### config.mk
export PLATFORM = sky130hd
export DESIGN_NAME = pipe_hazard_unit
export DESIGN_NICKNAME = d
export VERILOG_FILES = /design/src/rtl/pipe_hazard_unit.sv
export SDC_FILE = /design/constraint.sdc
export NUM_CORES = 1
export LEC_CHECK = 0
export CORE_ASPECT_RATIO = 0.7
export CORE_MARGIN = 4
export CORE_UTILIZATION = 57
export DETAILED_ROUTE_END_ITERATION = 8
export GPL_TIMING_DRIVEN = 0
export MAX_ROUTING_LAYER = met4
export PLACE_DENSITY = 0.95
export SYNTH_ARGS = -nofsm -noshare
export SYNTH_HDL_FRONTEND = slang
export SYNTH_SLANG_ARGS = --single-unit
### constraint.sdc
create_clock -name clk -period 5.1 [get_ports clk]
set_input_delay 0.765 -clock clk [delete_from_list [all_inputs] [get_ports clk]]
set_output_delay 0.765 -clock clk [all_outputs]
set_load 0.05 [all_outputs]
### src/rtl/pipe_hazard_unit.sv
// rtl/pipe_hazard_unit.sv - load-use scoreboard, operand forwarding and flush control for an in-order pipeline
// Purpose : decides when ID must stall behind an in-flight load, when IF/ID is flushed on a taken
//           branch, which EX operand source to select, and when ID reads the WB result directly.
// Ports   : clk, rst (sync, active-high)
//           id_*   - instruction in decode: sources and which of them are really read
//           ex_*   - instruction in execute: sources, destination, regwrite/load flags
//           mem_*/wb_* - destinations of the two later stages
//           branch_taken - redirect resolved in EX
//           stall, flush_ifid, bubble_idex, fwd_a/fwd_b (00 ID/EX, 10 EX/MEM, 01 MEM/WB),
//           id_byp_a/id_byp_b, stall_cnt/flush_cnt/fwd_cnt (saturating)
// Config  : PIPE_HAZARD_PERF_CNT_EN defined builds the performance counters; otherwise they read 0.
module pipe_hazard_unit #(
    parameter int NREG    = 32,
    parameter int MEM_LAT = 1,
    parameter int CNT_W   = 16,
    localparam int REGW   = $clog2(NREG)
) (
    input  logic             clk,
    input  logic             rst,
    input  logic             id_valid,
    input  logic [REGW-1:0]  id_rs,
    input  logic [REGW-1:0]  id_rt,
    input  logic             id_use_rs,
    input  logic             id_use_rt,
    input  logic             ex_valid,
    input  logic [REGW-1:0]  ex_rs,
    input  logic [REGW-1:0]  ex_rt,
    input  logic [REGW-1:0]  ex_wreg,
    input  logic             ex_regwrite,
    input  logic             ex_is_load,
    input  logic [REGW-1:0]  mem_wreg,
    input  logic             mem_regwrite,
    input  logic [REGW-1:0]  wb_wreg,
    input  logic             wb_regwrite,
    input  logic             branch_taken,
    output logic             stall,
    output logic             flush_ifid,
    output logic             bubble_idex,
    output logic [1:0]       fwd_a,
    output logic [1:0]       fwd_b,
    output logic             id_byp_a,
    output logic             id_byp_b,
    output logic [CNT_W-1:0] stall_cnt,
    output logic [CNT_W-1:0] flush_cnt,
    output logic [CNT_W-1:0] fwd_cnt
);

    localparam logic [2:0] LOAD_INIT = 3'(MEM_LAT - 1);

    // Countdown of remaining load-latency cycles per register; entry 0 never holds a value.
    logic [2:0] sb_q [NREG];
    logic [2:0] sb_d [NREG];

    logic ex_load;
    logic load_issue;
    logic busy_a;
    logic busy_b;

    assign ex_load    = ex_valid & ex_is_load & ex_regwrite & (ex_wreg != '0);
    // A load squashed by the branch in EX never reaches memory, so it must not be tracked.
    assign load_issue = ex_load & ~branch_taken;

    always_comb begin
        for (int r = 0; r < NREG; r++) begin
            sb_d[r] = (sb_q[r] != 3'd0) ? sb_q[r] - 3'd1 : 3'd0;
            if (load_issue && ex_wreg == REGW'(r)) begin
                sb_d[r] = LOAD_INIT;
            end
        end
        sb_d[0] = 3'd0;
    end

    always_ff @(posedge clk) begin
        for (int r = 0; r < NREG; r++) begin
            if (rst) begin
                sb_q[r] <= 3'd0;
            end else begin
                sb_q[r] <= sb_d[r];
            end
        end
    end

    // A source is busy while its load sits in EX (value not yet read from memory)
    // or while its scoreboard entry is still counting down.
    always_comb begin
        busy_a = id_valid & id_use_rs & (id_rs != '0) &
                 ((ex_load & (id_rs == ex_wreg)) | (sb_q[id_rs] != 3'd0));
        busy_b = id_valid & id_use_rt & (id_rt != '0) &
                 ((ex_load & (id_rt == ex_wreg)) | (sb_q[id_rt] != 3'd0));
        // The redirect discards the stalled instruction anyway, so flush wins.
        stall       = (busy_a | busy_b) & ~branch_taken;
        flush_ifid  = branch_taken;
        bubble_idex = stall | branch_taken;
    end

    // EX/MEM is checked first: it holds the younger write to the same register.
    always_comb begin
        fwd_a = 2'b00;
        if (mem_regwrite && mem_wreg != '0 && mem_wreg == ex_rs) begin
            fwd_a = 2'b10;
        end else if (wb_regwrite && wb_wreg != '0 && wb_wreg == ex_rs) begin
            fwd_a = 2'b01;
        end
        fwd_b = 2'b00;
        if (mem_regwrite && mem_wreg != '0 && mem_wreg == ex_rt) begin
            fwd_b = 2'b10;
        end else if (wb_regwrite && wb_wreg != '0 && wb_wreg == ex_rt) begin
            fwd_b = 2'b01;
        end
        id_byp_a = wb_regwrite & (wb_wreg != '0) & (wb_wreg == id_rs);
        id_byp_b = wb_regwrite & (wb_wreg != '0) & (wb_wreg == id_rt);
    end

`ifdef PIPE_HAZARD_PERF_CNT_EN
    logic [CNT_W-1:0] stall_cnt_q, stall_cnt_d;
    logic [CNT_W-1:0] flush_cnt_q, flush_cnt_d;
    logic [CNT_W-1:0] fwd_cnt_q,   fwd_cnt_d;

    always_comb begin
        stall_cnt_d = stall_cnt_q;
        flush_cnt_d = flush_cnt_q;
        fwd_cnt_d   = fwd_cnt_q;
        if (stall && !(&stall_cnt_q)) begin
            stall_cnt_d = stall_cnt_q + CNT_W'(1);
        end
        if (branch_taken && !(&flush_cnt_q)) begin
            flush_cnt_d = flush_cnt_q + CNT_W'(1);
        end
        if ((fwd_a != 2'b00 || fwd_b != 2'b00) && !(&fwd_cnt_q)) begin
            fwd_cnt_d = fwd_cnt_q + CNT_W'(1);
        end
    end

    always_ff @(posedge clk) begin
        if (rst) begin
            stall_cnt_q <= '0;
            flush_cnt_q <= '0;
            fwd_cnt_q   <= '0;
        end else begin
            stall_cnt_q <= stall_cnt_d;
            flush_cnt_q <= flush_cnt_d;
            fwd_cnt_q   <= fwd_cnt_d;
        end
    end

    assign stall_cnt = stall_cnt_q;
    assign flush_cnt = flush_cnt_q;
    assign fwd_cnt   = fwd_cnt_q;
`else
    assign stall_cnt = '0;
    assign flush_cnt = '0;
    assign fwd_cnt   = '0;
`endif

endmodule

Word-level counts from Yosys, hierarchy flattened
Memories as Yosys holds them, arrays and structs flattened.
Cells that the tools add are included.

operators by class
  eq/ne operators = 39
  muxes and demuxes = 101
  add/sub/neg operators = 31
  reductions and logical operators = 75
  bitwise gates (word level) = 53

operators with widths
  kind                 count
  $mux 3               94
  $reduce_bool 3->1    33
  $sub 3x1->3 const B  31
  $eq 5x5->1 const B   16
  $eq 5x4->1 const B   8
  $eq 5x5->1           8
  $logic_and 1x1->1    37
  $or 1x1->1           36
  $reduce_bool 5->1    5
  $eq 5x3->1 const B   4
  $and 1x1->1          16
  $eq 5x2->1 const B   2
  $eq 5x1->1 const B   1
  $mux 1               5
  $mux 2               2
  $not 1->1            1

word-level totals
  logic and storage cells = 300
  input port bits = 46
  bits in registers = 0
  bits in writable memories = 96
  memories = 1
  output and inout port bits = 57

memory list
  name  depth  bits a word  read ports  clocked after memory_dff  write ports  RTL line  RTL
  sb_q  32     3            33          0                         32           51        logic [2:0] sb_q [NREG];

Longest topological paths before layout
Gate-level depths: netlist of the first run.

  word-level depth = 9
  depth in mapped cells = 8
  gate-level depth less buffers = 6

Least setup slack after synthesis of the first run
Ideal clock, no wire load.

  kind = input to output
  start = in mem_wreg[2]
  end = out fwd_a[0]
  slack = 0.993 ns
  path buffers = 0
  cell stages on the path = 4
  arrival = 3.342 ns
  required time = 4.335 ns
  path through = or4_1 o21ai_0 nor4_1 nor4_1

between the ends
  longest elaborated chain between the ends = 4
  elaborated cells between the ends (all ways) = 5
  classes of those cells = eq/ne (1); mux (1); reduce/logical (3)

RTL lines
  what                   RTL line  RTL
  start: declaration     31        input logic [REGW-1:0] mem_wreg,
  $reduce_bool 5->1      99        if (mem_regwrite && mem_wreg != '0 && mem_wreg == ex_rs) begin
  $logic_and 1x1->1      99
  $logic_and 1x1->1 (*)  99
  $mux 2 (*)             99
  end: declaration       39        output logic [1:0] fwd_a,

Every way passes the cells marked *; elsewhere a longest branch is shown, timed or not.

Worst setup path after layout of the first run
  start = in id_rt[0]
  end = out bubble_idex

between the ends
  longest elaborated chain between the ends = 7
  elaborated cells between the ends (all ways) = 11
  classes of those cells = eq/ne (1); bitwise (7); reduce/logical (2); memory (1)

RTL lines
  what                                              RTL line  RTL
  start: declaration                                22        input logic [REGW-1:0] id_rt,
  $mem_v2 32x3 or $eq 5x5->1 (tied branches)        --
  $reduce_bool 3->1 or $and 1x1->1 (tied branches)  89        ((ex_load & (id_rt == ex_wreg)) | (sb_q[id_rt] != 3'd0));
  $or 1x1->1                                        89
  $and 1x1->1 (*)                                   88        busy_b = id_valid & id_use_rt & (id_rt != '0) &
  $or 1x1->1 (*)                                    91        stall = (busy_a | busy_b) & ~branch_taken;
  $and 1x1->1 (*)                                   91
  $or 1x1->1 (*)                                    93        bubble_idex = stall | branch_taken;
  end: declaration                                  38        output logic bubble_idex,

Marked as above.

==> flow_summary.yaml, run 1 <==
setup_path:
  startpoint_type: "input port"
  cp_max_fo: 10
  cp-end-kind: "output pin"
  cp.arrival_ps: 3990
  worstSetupPathType: "input port to output pin"
  critPathRequiredTime_ps: 4340
clocking:
  htreeDepth: 3
  cts.clk_slew.worst_paths_ps: 60
  clock_path_buffers: 2
  insertion_delay_ps: 350
  postCtsSetupBuffers: 0
  cts_buffers: 9
  ctsResizeCount: 0
  cts.sinks: 93
  cts_tree: "done"
  clockRootBuffer: "clkbuf_16"
  postCtsHoldBufs: 0
synthesis:
  synth_edf_count: 0
  yosysTopAreaCellShare_pct: 33.4
  synth_cell_types: 55
  synth_mux_area_share_pct: 0.988
  synth_area_leader_cell: "dfxtp_1"
  avgSynthCellArea_um2: 8.23
  yosys.area_share.adder_pct: 13.9
  synth-seq-cells: 93
  ys_warn_count: 0
  synth_xor_area_share_pct: 6.29
  syn_inst: 677
  synth_ff_type: "dfxtp_1"
  netlist_area_um2: 5570
  yosys.area_share.simple_pct: 18.9
  seq_area_frac_synth_pct: 33.4
  synth_top_family_by_area: "simple AND/OR/NAND/NOR gates"
  synth_compound_area_share_pct: 11.3
  synth_area_leaders: "dfxtp_1 33%, ha_1 14%, nor2_1 7.9%, buf_4 6.6%, inv_1 6.6%"
  async_reset_ff_share_pct: 0
cells_and_area:
  largest_reg_flops: 93
  drive_gt1_share_pct: 10.3
  antenna_cells: 0
  instances_no_fill: 911
  largest-register: "sb_q"
  synthToLayoutAreaGrowth_pct: 19.4
  nets: 890
  largest_registers: "sb_q: 93 flops"
pwr:
  pwr-share-seq_pct: 35.8
  fin_total_pwr_mw: 3.72
  p_clk_share_pct: 16.7
  power.switching_mw: 1.56
  ir_worst_vdd_uv: 310
  p_leak_nw: 2.89
  swShare_pct: 42.0
  internal_power_mw: 2.16
  power_density_nw_per_um2: 559
  p_comb_share_pct: 47.5
floorplan:
  dieArea_um2: 11400
  core_um2: 9290
  rows: 29
  die_w_um: 126
  io_pins: 103
  die_h_um: 90.7
  start_util_pct: 60.0
routing:
  wirelength_um: 14100
  route.detailed.drc: 0
  via_count: 4980
  routed_via_density: 5.47
  firstDrtPassIters: 6
  ant_nets: 0
  wl_per_cell_um: 15.4
  drtIter0Drc: 469
sta:
  hold_viol: 0
  tightest_slew_ps: 756
  maxSlewHeadroom_pct: 49.2
  rsz0062_at_grt: "no"
  setup_viol: 0
  period_share_pct: 93.2
  fmax_ghz: 0.210
  finalClockSkew_ps: 4.72
  layout_setup_ws_ps: 347
  final.min_clock_period_ps: 4750
  fin_tns_setup_ps: 0
  finalMaxSlewViolations: 0
global_routing:
  grt_use_total_pct: 25.0
  grt_pass1_vias: 4772
  grt_overflow: 0
  grt_max_degree: 16
  grt_pass1_wl_um: 22400
  antenna_found_initial: 0
run:
  maxCapViolCount: 0
placement:
  hpwl_um: 11200
  port_buffers: 47
  placedCellCount: 895
  place_worst_setup_slack_ps: 491
  gp_congestion: 1.02
min_path:
  hold_class: "flop to flop"
status:
  outcome: "finished, final reports clean"
==> area by class of cell <==
class                   instances  area [µm²]
well taps                     124         155
flip-flops and latches         93        1860
inverters                      98         368
fillers                       650        2640
multi-input cells             460        3050
clock buffers                  12         246
plain buffers                  73         473
clock inverters                 4        31.3
repair buffers                 47         470
==> power groups by stage <==
stage                     sequential, mW  combinational (mW)  clock, mW
after floorplan                     1.28                1.28          0
after global placement              1.31                1.61          0
after detailed placement            1.34                1.74          0
after CTS                           1.33                1.75      0.631
after global routing                1.38                2.01      0.664
final                               1.33                1.77      0.623
==> placed cells by master, fill, tap and decap left out, types with 3 or more instances in the layout <==
| master | synthesis | final |
|---|---|---|
| a211oi_1 | 9 | 9 |
| dfxtp_1 | 93 | 93 |
| buf_2 | 5 | 5 |
| o41ai_1 | 4 | 4 |
| conb_1 | 1 | 48 |
| o21ai_0 | 23 | 23 |
| nor2_1 | 118 | 118 |
| or3_1 | 4 | 4 |
| inv_1 | 98 | 98 |
| clkdlybuf4s50_1 | 0 | 47 |
| nor4_1 | 26 | 26 |
| a21oi_1 | 9 | 9 |
| a2111oi_0 | 3 | 3 |
| xnor2_1 | 16 | 16 |
| or4_1 | 4 | 4 |
| buf_4 | 49 | 49 |
| ha_1 | 62 | 62 |
| clkbuf_1 | 15 | 17 |
| nor3_1 | 24 | 24 |
| clkbuf_16 | 0 | 9 |
| nand3_1 | 9 | 9 |
| a211o_1 | 9 | 9 |
| nor3b_1 | 5 | 5 |
| nand3b_1 | 6 | 6 |
| a311o_1 | 3 | 3 |
| nand2b_1 | 6 | 6 |
| o31ai_1 | 5 | 5 |
| o22ai_1 | 5 | 5 |
| xor2_1 | 24 | 24 |
| or2_2 | 3 | 3 |
| nand2_1 | 6 | 6 |
| nor4b_1 | 3 | 3 |
==> final timing paths <==
| check | from | end | slack (ps) | cells past startpoint |
|---|---|---|---|---|
| setup / recovery | id_rt[0] | bubble_idex | 350 | 9 |
| hold reg to reg | sb_q[22][0]$_SDFF_PP0_ | sb_q[22][0]$_SDFF_PP0_ | 430 | 1 |
| hold / removal | sb_q[22][0]$_SDFF_PP0_ | sb_q[22][0]$_SDFF_PP0_ | 430 | 1 |
| setup reg to reg | sb_q[4][0]$_SDFF_PP0_ | sb_q[4][1]$_SDFF_PP0_ | 3700 | 6 |
==> metal layers <==
metal / wire, µm / global-route usage, % / vias up
met4: 344 / 7.95 / 0
met2: 6440 / 38.8 / 247
met1: 5730 / 29.5 / 2302
li1: - / - / 2383
met5: 0 / - / -
met3: 1560 / 10.2 / 48
==> stage by stage <==
stage / area, µm² / hold slack [ps] / utilization, %
after floorplan: 5750 / 406 / -
after global placement: 6370 / 424 / 68.6
after detailed placement: 6370 / 426 / 68.6
after CTS: 6650 / 435 / 71.6
after global routing: 6650 / 447 / 71.6
final: 6650 / 434 / 71.6
==> logic make-up (layout without fill, tap and decap cells) <==
| kind of cell | after synthesis | count (layout) |
|---|---|---|
| AO/OA/AOI/OAI | 87 | 87 |
| XOR/XNOR | 40 | 40 |
| adder cells (fa/ha/maj) | 62 | 62 |
| buffers and inverters | 171 | 234 |
| flip-flops | 93 | 93 |
| multiplexers | 3 | 3 |
| other | 1 | 48 |
| AND/OR/NAND/NOR | 220 | 220 |
==> synthesized netlist by cell type (all sizes together) (9+ instances only) <==
cell	n
xnor2	16
clkbuf	16
o21ai	23
a211oi	9
nand3	9
a211o	9
inv	98
nor3	24
nor2	119
a21oi	10
buf	57
nor4	26
dfxtp	93
xor2	24
ha	62
==> worst max-delay path: stages <==
cell and delay, ps:
clkdlybuf4s50_1 540, buf_6 170, clkbuf_1 440, a211oi_1 180, o41ai_1 440, a31oi_1 120
o31ai_2 440, nand3b_1 130, clkdlybuf4s50_1 740
Note: power is estimated with default switching activity, not from simulation.
==> inputs of run 2 (changes only) <==
--- a/config.mk
+++ b/config.mk
@@ -8,6 +8,7 @@
 export CORE_ASPECT_RATIO = 0.7
 export CORE_MARGIN = 4
 export CORE_UTILIZATION = 57
+export CTS_CLUSTER_SIZE = 25
 export DETAILED_ROUTE_END_ITERATION = 8
 export GPL_TIMING_DRIVEN = 0
 export MAX_ROUTING_LAYER = met4
==> results of run 2 <==
The final DEF is identical to that of run 1; final timing and power are the same.
==> inputs of run 3 (changes only) <==
--- a/config.mk
+++ b/config.mk
@@ -11,6 +11,7 @@
 export CTS_CLUSTER_SIZE = 25
 export DETAILED_ROUTE_END_ITERATION = 8
 export GPL_TIMING_DRIVEN = 0
+export HOLD_SLACK_MARGIN = 0.06
 export MAX_ROUTING_LAYER = met4
 export PLACE_DENSITY = 0.95
 export SYNTH_ARGS = -nofsm -noshare
==> results of run 3 <==
The final DEF is identical to that of run 1; final timing and power are the same.
